**src/rtl/biquad_seq.sv**
```systemverilog
// biquad_seq: sequencer wrapped around an external multi-cycle biquad section.
// Paces accepted samples into the section at a fixed strobe spacing, tags which
// pipeline slots hold real samples, drains the pipeline on flush with zero
// samples, and swaps the coefficient bank only while the section is quiet.
module biquad_seq #(
    parameter int unsigned DATAWIDTH  = 16,
    parameter int unsigned COEFWIDTH  = 16,
    parameter int unsigned SPACING    = 4,
    parameter int unsigned PIPE_DEPTH = 3
) (
    input  logic                 clk,
    input  logic                 reset,
    input  logic [DATAWIDTH-1:0] in_data,
    input  logic                 in_valid,
    output logic                 in_ready,
    input  logic                 flush,
    input  logic                 cfg_we,
    input  logic [2:0]           cfg_addr,
    input  logic [COEFWIDTH-1:0] cfg_wdata,
    input  logic                 cfg_commit,
    output logic                 cfg_pending,
    output logic [DATAWIDTH-1:0] bq_x,
    output logic                 bq_valid,
    output logic [COEFWIDTH-1:0] bq_a11,
    output logic [COEFWIDTH-1:0] bq_a12,
    output logic [COEFWIDTH-1:0] bq_b10,
    output logic [COEFWIDTH-1:0] bq_b11,
    output logic [COEFWIDTH-1:0] bq_b12,
    input  logic [DATAWIDTH-1:0] bq_yout,
    output logic [DATAWIDTH-1:0] out_data,
    output logic                 out_valid,
    output logic                 flush_done,
    output logic                 busy
);

    localparam logic [1:0] ST_IDLE  = 2'd0;
    localparam logic [1:0] ST_SPACE = 2'd1;
    localparam logic [1:0] ST_FLUSH = 2'd2;

    // Spacing counter reloads to SPACING-1 on every strobe (SPACING <= 15).
    localparam logic [3:0] SPACE_LOAD = 4'(SPACING - 1);
    // Number of zero strobes needed to push every real sample out (<= 8).
    localparam logic [3:0] FLUSH_LOAD = 4'(PIPE_DEPTH);

    // Unity gain in signed fractional format, the reset value of b10.
    localparam logic [COEFWIDTH-1:0] COEF_ONE = {1'b0, {(COEFWIDTH - 1){1'b1}}};
    localparam logic [COEFWIDTH-1:0] COEF_ZERO = '0;

    // Control state
    logic [1:0]            state_q, state_d;
    logic [3:0]            cnt_q, cnt_d;
    logic [3:0]            fcnt_q, fcnt_d;
    logic                  flush_pend_q, flush_pend_d;
    logic [PIPE_DEPTH-1:0] tag_q, tag_d;

    // Datapath registers
    logic [DATAWIDTH-1:0]  bq_x_q;
    logic                  bq_valid_q;
    logic [DATAWIDTH-1:0]  out_data_q;
    logic                  out_valid_q;
    logic                  flush_done_q;

    // Coefficient banks
    logic                  pending_q;
    logic [COEFWIDTH-1:0]  sh_a11_q, sh_a12_q, sh_b10_q, sh_b11_q, sh_b12_q;
    logic [COEFWIDTH-1:0]  act_a11_q, act_a12_q, act_b10_q, act_b11_q, act_b12_q;

    // Decoded events
    logic accept;
    logic fl_strobe;
    logic fl_last;
    logic strobe;
    logic apply;

    // Handshake, strobe and commit-apply decode for the current cycle.
    always_comb begin
        // Counter must be zero too, so a sample after a flush keeps the spacing.
        in_ready  = !reset && (state_q == ST_IDLE) && (cnt_q == 4'd0) &&
                    !pending_q && !cfg_commit && !flush;
        accept    = in_valid && in_ready;
        fl_strobe = (state_q == ST_FLUSH) && (fcnt_q != 4'd0) && (cnt_q == 4'd0);
        fl_last   = (state_q == ST_FLUSH) && (fcnt_q == 4'd0);
        strobe    = accept || fl_strobe;
        apply     = pending_q && (state_q == ST_IDLE) && (cnt_q == 4'd0);
    end

    // Next-state logic for the IDLE / SPACE / FLUSH sequencer.
    always_comb begin
        state_d      = state_q;
        cnt_d        = cnt_q;
        fcnt_d       = fcnt_q;
        flush_pend_d = flush_pend_q;
        tag_d        = tag_q;

        if (cnt_q != 4'd0) begin
            cnt_d = cnt_q - 4'd1;
        end
        if (strobe) begin
            cnt_d = SPACE_LOAD;
            // Real samples enter with tag 1, flush zeros with tag 0.
            tag_d = (tag_q << 1) | PIPE_DEPTH'(accept);
        end

        case (state_q)
            ST_IDLE: begin
                if (flush) begin
                    state_d = ST_FLUSH;
                    fcnt_d  = FLUSH_LOAD;
                end else if (accept && (SPACING > 1)) begin
                    state_d = ST_SPACE;
                end
            end
            ST_SPACE: begin
                if (flush) begin
                    flush_pend_d = 1'b1;
                end
                // Last spacing cycle: counter is about to reach zero.
                if (cnt_q <= 4'd1) begin
                    if (flush_pend_q || flush) begin
                        state_d      = ST_FLUSH;
                        fcnt_d       = FLUSH_LOAD;
                        flush_pend_d = 1'b0;
                    end else begin
                        state_d = ST_IDLE;
                    end
                end
            end
            ST_FLUSH: begin
                // Flush requests are ignored here; spacing tail continues in IDLE.
                if (fl_strobe) begin
                    fcnt_d = fcnt_q - 4'd1;
                end else if (fl_last) begin
                    state_d = ST_IDLE;
                end
            end
            default: begin
                state_d = ST_IDLE;
            end
        endcase
    end

    // Control state registers.
    always_ff @(posedge clk) begin
        if (reset) begin
            state_q      <= ST_IDLE;
            cnt_q        <= 4'd0;
            fcnt_q       <= 4'd0;
            flush_pend_q <= 1'b0;
            tag_q        <= '0;
        end else begin
            state_q      <= state_d;
            cnt_q        <= cnt_d;
            fcnt_q       <= fcnt_d;
            flush_pend_q <= flush_pend_d;
            tag_q        <= tag_d;
        end
    end

    // Filter strobe, sample hold and result capture.
    always_ff @(posedge clk) begin
        if (reset) begin
            bq_x_q       <= '0;
            bq_valid_q   <= 1'b0;
            out_data_q   <= '0;
            out_valid_q  <= 1'b0;
            flush_done_q <= 1'b0;
        end else begin
            bq_valid_q   <= strobe;
            flush_done_q <= fl_last;
            if (accept) begin
                bq_x_q <= in_data;
            end else if (fl_strobe) begin
                bq_x_q <= '0;
            end
            // Oldest tag reports whether this strobe's output is a real result.
            out_valid_q <= bq_valid_q && tag_q[PIPE_DEPTH-1];
            if (bq_valid_q && tag_q[PIPE_DEPTH-1]) begin
                out_data_q <= bq_yout;
            end
        end
    end

    // Shadow coefficient bank; writes are frozen while a commit is outstanding.
    always_ff @(posedge clk) begin
        if (reset) begin
            sh_a11_q <= COEF_ZERO;
            sh_a12_q <= COEF_ZERO;
            sh_b10_q <= COEF_ONE;
            sh_b11_q <= COEF_ZERO;
            sh_b12_q <= COEF_ZERO;
        end else if (cfg_we && !pending_q) begin
            case (cfg_addr)
                3'd0:    sh_a11_q <= cfg_wdata;
                3'd1:    sh_a12_q <= cfg_wdata;
                3'd2:    sh_b10_q <= cfg_wdata;
                3'd3:    sh_b11_q <= cfg_wdata;
                3'd4:    sh_b12_q <= cfg_wdata;
                default: ;
            endcase
        end
    end

    // Active bank and commit flag; the copy happens only with the section quiet.
    always_ff @(posedge clk) begin
        if (reset) begin
            pending_q <= 1'b0;
            act_a11_q <= COEF_ZERO;
            act_a12_q <= COEF_ZERO;
            act_b10_q <= COEF_ONE;
            act_b11_q <= COEF_ZERO;
            act_b12_q <= COEF_ZERO;
        end else begin
            if (apply) begin
                act_a11_q <= sh_a11_q;
                act_a12_q <= sh_a12_q;
                act_b10_q <= sh_b10_q;
                act_b11_q <= sh_b11_q;
                act_b12_q <= sh_b12_q;
            end
            if (cfg_commit) begin
                pending_q <= 1'b1;
            end else if (apply) begin
                pending_q <= 1'b0;
            end
        end
    end

    // Output mapping.
    always_comb begin
        cfg_pending = pending_q;
        bq_x        = bq_x_q;
        bq_valid    = bq_valid_q;
        bq_a11      = act_a11_q;
        bq_a12      = act_a12_q;
        bq_b10      = act_b10_q;
        bq_b11      = act_b11_q;
        bq_b12      = act_b12_q;
        out_data    = out_data_q;
        out_valid   = out_valid_q;
        flush_done  = flush_done_q;
        busy        = (state_q != ST_IDLE) || (cnt_q != 4'd0);
    end

endmodule

```
**config.mk**
```make
export PLATFORM = sky130hd
export DESIGN_NAME = biquad_seq
export DESIGN_NICKNAME = d
export VERILOG_FILES = /design/src/rtl/biquad_seq.sv
export SDC_FILE = /design/constraint.sdc
export NUM_CORES = 1
export LEC_CHECK = 0
export BUFFER_PORTS_ARGS = -buffer_cell sky130_fd_sc_hd__buf_2
export CELL_PAD_IN_SITES_DETAIL_PLACEMENT = 1
export CELL_PAD_IN_SITES_GLOBAL_PLACEMENT = 1
export CORE_MARGIN = 2
export CORE_UTILIZATION = 39
export CTS_CLUSTER_DIAMETER = 150
export DETAILED_ROUTE_END_ITERATION = 12
export PLACE_DENSITY_LB_ADDON = 0.1
export SLEW_MARGIN = 10
export SYNTH_ARGS = -nofsm -noshare
export SYNTH_HDL_FRONTEND = slang
export SYNTH_SLANG_ARGS = --single-unit
```
**constraint.sdc**
```tcl
create_clock -name clk -period 2.45 [get_ports clk]
set_input_delay 0.1225 -clock clk [delete_from_list [all_inputs] [get_ports clk]]
set_output_delay 0.1225 -clock clk [all_outputs]
set_load 0.01 [all_outputs]
```
Yosys cells after proc, flatten, opt, wreduce, memory -nomap -nowiden:

Index checks and enable logic that the tools add are counted.

* bits in registers: 210
* bits of input ports: 57
* word-level logic and storage cells: 99
* output and inout bits: 118

* reduce and logical (&&, ||, !) cells: 39
* add/subtract/negate cells: 2
* eq/ne operators: 13
* bitwise operators: 1
* muxes and demuxes: 21
* $lt $le $gt $ge: 1

Operators with widths (count)
* $mux 16: 2
* $mux 2: 8
* $mux 4: 4
* $logic_and 1x1->1: 13
* $ne 2x2->1 const B: 6
* $pmux 4 s3: 1
* $reduce_and 2->1: 5
* $logic_not 4->1: 2
* $reduce_bool 2->1: 4
* $reduce_bool 4->1: 2
* $sub 4x1->4 const B: 2
* $eq 3x2->1 const B: 2
* $pmux 2 s3: 1
* $mux 1: 5
* $reduce_and 5->1: 1
* $le 4x1->1 const B: 1
* $logic_not 1->1: 4
* $reduce_and 4->1: 1
* $eq 3x1->1 const B: 1
* $eq 3x3->1 const B: 1
* $logic_not 3->1: 1
* $logic_or 1x1->1: 3
* $ne 3x3->1 const B: 1
* $or 3x1->3: 1
* 5 further kinds: 5

Logic depth before layout (Yosys ltp):

Gate-level depths: netlist of the first run.

* depth in word-level cells: 10
* depth in mapped cells: 8
* mapped depth without buffers: 6

Worst setup path before layout of the first run:

Ideal clock, no wire load.

* kind: reg2reg
* start: register cnt_q[0]
* end: register bq_x_q[10] (netlist: bq_x[10])
* data required time: 2333 ps
* setup time: 117 ps
* arrival: 1746 ps
* stages on the path, launching flop included: 8
* path slack: 587 ps
* clock period less this slack: 1863 ps
* buffers on the path: 1
* cell sequence: dfxtp_1 inv_1 ha_1 or3b_4 nor3_4 nor3_4 buf_6 a22o_1

* cells in the longest elaborated chain, start to end: 7
* elaborated cells between the ends (all ways): 9
* classes of those cells: mux: 1; reduce/logical: 8

Ends and longest elaborated chain
* start, declared: line 51 `logic [3:0] cnt_q, cnt_d;`
* start signal, assigned: line 152 `cnt_q <= cnt_d;`
* $logic_not 4->1 *: line 78, 81
* $logic_and 1x1->1 (2 in a row): line 78 `in_ready = !reset && (state_q == ST_IDLE) && (cnt_q == 4'd0) &&`
* $logic_and 1x1->1 (2 in a row): line 79 `!pending_q && !cfg_commit && !flush;`
* $logic_and 1x1->1: line 80 `accept = in_valid && in_ready;`
* $mux 16 or $reduce_bool 2->1 (tied branches)
* end signal, assigned: line 171 `bq_x_q <= in_data;`
* end, declared: line 57 `logic [DATAWIDTH-1:0] bq_x_q;`

Mark *: on every way between the ends. The rest lies on a longest branch, timed or not.
A chain may end at the register's enable or synchronous reset.

Final worst setup path of the first run:

Ends and elaborated chain as after synthesis.

==> results of run 1 <==
==> cells in the final DEF (no fill, tap or decap), types with 3 or more instances in the layout <==
master         instances
nand2b_1               5
buf_4                 12
nor4_1                 4
a21oi_1              139
clkbuf_8               5
clkbuf_16             23
bufinv_16              3
nand2_1              325
nand3b_1              32
inv_1                  6
ha_1                   4
dfxtp_1              210
nor3b_2                4
clkinv_2               7
buf_2                173
dlygate4sd3_1         66
nor3_1                 4
o31ai_1                3
nor2_1                29
mux2i_1               18
a22o_1                16
buf_12                 5
==> cells by family after synthesis <==
| group | after synthesis |
|---|---|
| AO/OA/AOI/OAI | 167 |
| XOR/XNOR | 2 |
| adder cells (fa/ha/maj) | 4 |
| buffers and inverters | 64 |
| flip-flops | 210 |
| multiplexers | 18 |
| AND/OR/NAND/NOR | 420 |
==> per-stage QoR <==
stage / util [%] / std cells
5_1_grt: 53.7 / 1361
6_report: 53.7 / 1361
2_1_floorplan: - / 885
3_3_place_gp: 45.9 / 1252
4_1_cts: 53.7 / 1360
3_5_place_dp: 45.9 / 1252
==> state kept, by name (all words and copies together), names as in the netlist <==
| signal | count |
|---|---|
| sh_a12_q | 16 |
| out_valid | 1 |
| sh_b10_q | 16 |
| sh_b12_q | 16 |
| bq_x | 16 |
| bq_a11 | 16 |
| out_data | 16 |
| bq_valid | 1 |
| flush_done | 1 |
| state_q | 2 |
| flush_pend_q | 1 |
| cnt_q | 4 |
| sh_a11_q | 16 |
| bq_b11 | 16 |
| bq_b10 | 16 |
| cfg_pending | 1 |
| bq_b12 | 16 |
| fcnt_q | 4 |
| sh_b11_q | 16 |
| bq_a12 | 16 |
| tag_q | 3 |
==> worst min-delay path by stage <==
stage | from | endpoint | slack (ps) | cells past startpoint
after floorplan | cfg_commit | cfg_pending | 240 | 2
after global placement | in_data[4] | bq_x[4] | 340 | 2
after detailed placement | in_data[15] | bq_x[15] | 340 | 2
after CTS | in_valid | cnt_q[1] | 180 | 4
after global routing | in_valid | cnt_q[3] | 220 | 3
final | in_valid | cnt_q[1] | 190 | 4
==> routing by layer <==
metal | up-vias | part of all wire, % | global-route usage (%)
li1 | 3368 | - | -
met1 | 3199 | 43 | 26.7
met2 | 130 | 50 | 37.7
met3 | 28 | 5.1 | 4.73
met4 | 0 | 1.5 | 5.94
met5 | - | 0 | 0
==> synth_stat cells (3+ instances only) <==
cell	count	area, µm²
nand2_1	325	1220
dfxtp_1	210	4200
a21oi_1	139	696
clkbuf_1	39	146
nand3b_1	32	240
nor2_1	29	109
mux2i_1	18	180
a22o_1	16	140
buf_2	15	75.1
inv_1	6	22.5
nand2b_1	5	31.3
ha_1	4	50.1
nor3_1	4	20.0
nor3b_2	4	50.1
nor4_1	4	25.0
and3_1	3	18.8
o31ai_1	3	22.5
==> where the power goes <==
group	total, mW	leakage, nW	internal (mW)	switching (mW)
clock	3.61	0.398	2.19	1.42
combinational	1.21	2.25	0.479	0.729
sequential	3.67	1.70	3.56	0.104
==> tightest hold or removal path: cells and delay by family <==
kind,cells,cell delay [ps]
simple gates,1,250
buf+inv,2,220
compound gates,1,60
==> area by class of cell <==
class / count / area (µm²)
diodes: 1 / 2.50
clock buffers: 28 / 644
clock inverters: 14 / 158
fillers: 2287 / 8690
inverters: 6 / 22.5
multi-input cells: 611 / 3030
flip-flops and latches: 210 / 4200
well taps: 234 / 293
repair buffers: 257 / 1730
==> impl_metrics.tcl, run 1 <==
set metrics [dict create \
    drv_cap 0 \
    finalClockSkew_ps 7.76 \
    dpl_cell_area_mm2 0.00861 \
    timing.hold.worst.class "in -> reg" \
    r2r_start "cnt_q[0]" \
    ys_types 40 \
    antenna_found_initial 1 \
    first_global_vias 6719 \
    power_mw 8.48 \
    cp-startpoint "cnt_q[0]" \
    core_mm2 0.0188 \
    r2r_end "bq_x[10]" \
    stdcell_area_mm2 0.0101 \
    dieArea_mm2 0.0203 \
    crit_path_max_incr_delay_ps 500 \
    slew_violations 0 \
    drive_gt1_share_pct 21.8 \
    power_density_mw_per_mm2 842 \
    clock-sinks 210 \
    synthArstFlopShare_pct 0 \
    postCtsHoldBufs 66 \
    max_freq_ghz 0.474 \
    whs_ps 189 \
    gr-total-overflow 0 \
    post-place-ws_ps 340 \
    syn_area_mm2 0.00750 \
    synthAdderAreaFrac_pct 0.668 \
    die_h_um 143 \
    fin_ws_ps 340 \
    clockBufferDepth 3 \
    seq_area_frac_synth_pct 56.1 \
    crit_end "bq_x[10]" \
    synth_edf_count 0 \
    min_period_over_period_pct 86.1 \
    path_buf_inv 2 \
    globalplace.congestion 0.715 \
    viasPerCell 4.94 \
    crit_arrival_ps 2570 \
    path_clk_slew_ps 60 \
    cts_buffers 23 \
    initial_core_util_pct 39.9 \
    drt-total-wl_mm 22.4 \
    ir_drop_mv 0.597 \
    synthCells 885 \
    drt_iter0_drc 329 \
    port-buffer-count 174 \
    ys_ff_latch 210 \
    cp-start-kind "flip-flop" \
    wire_per_inst_um 16.5 \
    crit_chain "inv_1 > ha_1 > nor3b_2 > buf_4 > and4_1 > nor3_4 > a22o_1" \
    crit_family "simple AND/OR/NAND/NOR gates" \
    clk_latency_ps 510 \
    grt_start_max_net_pins 182 \
    crit_type "reg -> reg" \
    cts_htree_levels 1 \
    max_slew_margin_pct 43.0 \
    cp-end-kind "flip-flop" \
    yosysWarnings 0 \
    ant_nets 0 \
    worstSetupPathDepth 7 \
    vias 6725 \
    finalHoldViolCount 0 \
    synth_compound_area_share_pct 12.5 \
    synth_xor_area_share_pct 0.234 \
    outcome "finished, final reports clean" \
    chipWidth_um 143 \
    area_growth_pct 34.5 \
    required_ps 2900 \
    syn_nets 946 \
    io_pins 175 \
    synthMuxAreaShare_pct 2.40 \
    cp_max_fo 16 \
    tightest_slew_ps 855 \
    r2r_setup_slack_ps 340 \
    nNetsFinal 1170 \
    clockRootBuffer "clkbuf_16" \
    crit_path_top_delay_cell "nor3_4" \
    grt_usage_pct 21.5 \
    grt_pass1_wl_mm 35.2 \
    finalSetupTns_ps 0 \
    num_rows 50 \
    cts_resized 0 \
    yosys.area_share.simple_pct 24.6 \
    syn_area_per_cell_um2 8.47 \
    cts_tree "built" \
    rsz0062_at_grt "false" \
    cts_setup_buffers 0 \
    setup_violations 0 \
    synth_top_family_by_area "simple AND/OR/NAND/NOR gates" \
    dp_hpwl_mm 13.3 \
    ys.flop_type "dfxtp_1" \
    post-route-min-period_ps 2110 \
    reg2regPathDepth 7 \
    p_leak_nw 4.34 \
    first_pass_iters 4 \
    drc 0 \
]
Note: power is estimated with default switching activity, not from simulation.
==> run 2, diff against run 1 <==
ABC_AREA = 1   (was default)
CORE_UTILIZATION = 38   (was 39)
SKIP_LAST_GASP = 1   (was default)
==> run 2 against run 1 <==
- final cell count up 6.6%
- non-clock buffer count fell by 21
- critical path depth unchanged
- core utilization decreased by 2.6 points
- clock power up 4%
- maximum frequency grew 11%
- sequential share of layout area rose by 0.86 points
- total power up 12%
- design area down 2.0%
- synthesized cell count up 8.1%
- combinational power increased by 47%
- critical endpoint is now state_q[0]
==> impl_metrics.tcl, run 2 <==
set metrics [dict create \
    synthArstFlopShare_pct 0 \
    finalHoldViolCount 0 \
    rsz0062_at_grt "false" \
    cp-end-kind "flip-flop" \
    ys_types 28 \
    holdPathStages 3 \
    ys_top_cells_by_count "307 x nor2_1, 210 x dfxtp_1, 135 x nand2_1" \
    cts_tree "built" \
    crit_type "reg -> reg" \
    wire_per_inst_um 15.6 \
    drt-total-wl_mm 22.6 \
    area_growth_pct 32.5 \
    initial_core_util_pct 38.5 \
    post-place-ws_ps 526 \
    clockRootBuffer "clkbuf_16" \
    vias 6982 \
    worstHoldEndpoint "tag_q[0]" \
    setup_violations 0 \
    r2r_end "state_q[0]" \
    nNetsFinal 1228 \
    finalClockSkew_ps 12.0 \
    drive_gt1_share_pct 20.3 \
    synthTopCellsByArea "dfxtp_1 56%, nor2_1 15%, o21ai_0 8.9%" \
    synth.most_common_cell "nor2_1" \
    n_fill_cell 2406 \
    clockBufferDepth 3 \
    synth_edf_count 0 \
    required_ps 2840 \
    r2r_setup_slack_ps 550 \
    ant_nets 0 \
    drv_cap 0 \
    num_rows 51 \
    outcome "finished, final reports clean" \
    syn_area_per_cell_um2 7.79 \
    clock-sinks 210 \
    dp_cells 1355 \
    syn_nets 1018 \
    drc 0 \
    ys_ff_latch 210 \
    grt_start_max_net_pins 87 \
    mostFrequentLayoutCells "307 x nor2_1, 210 x dfxtp_1, 174 x buf_2, 135 x nand2_1, 132 x o21ai_0" \
    grt_pass1_wl_mm 36.2 \
    slew_violations 0 \
    cp_max_fo 17 \
    cts_buffers 23 \
    post-route-min-period_ps 1900 \
    crit_arrival_ps 2290 \
    dp_hpwl_mm 14.0 \
    seq_area_frac_synth_pct 56.4 \
    drt_iter0_drc 300 \
    tightest_slew_ps 551 \
    cts_htree_levels 1 \
    finalSetupTns_ps 0 \
    ir_drop_mv 0.600 \
    path_clk_slew_ps 60 \
    p_leak_nw 4.80 \
    io_pins 175 \
    min_period_over_period_pct 77.7 \
    yosysWarnings 0 \
    timing.hold.worst.class "in -> reg" \
    core_mm2 0.0193 \
    reg2regPathDepth 7 \
    whs_ps 18.2 \
    grt_usage_pct 21.8 \
    power_density_mw_per_mm2 966 \
    layout_commonest_cell "nor2_1" \
    viasPerCell 4.81 \
    antenna_found_initial 3 \
    dieArea_mm2 0.0207 \
    gr-total-overflow 0 \
    synth_top_area_share_pct 56.4 \
    clk_latency_ps 510 \
    first_pass_iters 4 \
    fin_cells 1451 \
    postCtsHoldBufs 52 \
    yosysTopAreaCell "dfxtp_1" \
    chipWidth_um 144 \
    ys.flop_type "dfxtp_1" \
    syn_area_mm2 0.00745 \
    r2r_start "cnt_q[0]" \
    port-buffer-count 174 \
    cts_setup_buffers 0 \
    globalplace.congestion 0.728 \
    synthCells 957 \
    max_freq_ghz 0.525 \
    cts_resized 0 \
    first_global_vias 7033 \
    fin_ws_ps 547 \
    holdCritStartpoint "in_valid" \
    die_h_um 144 \
    max_slew_margin_pct 63.3 \
    cp-start-kind "flip-flop" \
]
==> run 2: changes by cell type in the layout (fill, tap and decap cells not counted), moves of 8 or more <==
cell,before,now
o21ai_0,0,132
nand2_1,325,135
nand3_1,1,40
o21ai_1,1,18
inv_2,0,8
dlygate4sd3_1,66,52
a21oi_1,139,9
inv_1,6,20
nand3b_1,32,0
mux2i_1,18,0
a22o_1,16,0
nor2_1,29,307
==> run 2: per-layer routing <==
layer  vias to the layer above  share of wire (%)  track usage, %
li1                       3470                  -               -
met1                      3309                 46            28.7
met2                       174                 47            37.3
met3                        27                5.8            4.21
met4                         2                1.4            4.64
met5                         -              0.057               0
==> run 2: how the worst max path moves through the flow <==
stage	from	endpoint	slack [ps]	depth (start not counted)
after floorplan	fcnt_q[0]	bq_x[10]	930	10
after global placement	cnt_q[0]	state_q[0]	580	7
after detailed placement	cnt_q[0]	state_q[0]	530	7
after CTS	cnt_q[0]	state_q[0]	520	7
after global routing	cnt_q[0]	bq_x[12]	340	8
final	cnt_q[0]	state_q[0]	550	7
==> run 2: power breakdown <==
group	total, mW	switching [mW]	internal (mW)
sequential	4.02	0.216	3.81
clock	3.74	1.37	2.36
combinational	1.78	1.12	0.663
==> run 2: critical path, stage by stage (launching register included) <==
cell	delay (ps)
dfxtp_1	350
inv_1	90
ha_1	210
nand2_2	120
nor2_2	60
nand3_1	170
clkinv_1	450
o21a_1	330
==> run 2: area by class of cell <==
class	instances	area [µm²]	share of cell area (%)
Multi-Input combinational cell	666	2890	29.3
Clock inverter	6	134	1.36
Timing Repair Buffer	236	1500	15.2
Clock buffer	36	694	7.03
Inverter	30	115	1.17
Sequential cell	210	4200	42.6
Antenna cell	2	5.00	0.0507
Tap cell	265	332	3.36
==> run 2: cell families (layout without fill, tap and decap cells) <==
logic type	count (synthesis)	after routing	synth area share, %
compound gates	161	161	10.9
xor+xnor	3	3	0.353
fa+ha+maj	4	4	0.672
buf+inv	81	308	4.82
flops	210	210	56.4
other cells	0	2	0
simple gates	498	498	26.9
==> run 2: through the flow <==
stage | util, % | instance area (µm²) | power, mW
3_5_place_dp | 44.1 | 8520 | 5.82
4_1_cts | 51.1 | 9870 | 9.66
5_1_grt | 51.1 | 9880 | 10.1
2_1_floorplan | - | 7450 | 5.14
3_3_place_gp | 44.1 | 8520 | 5.79
6_report | 51.1 | 9880 | 9.54
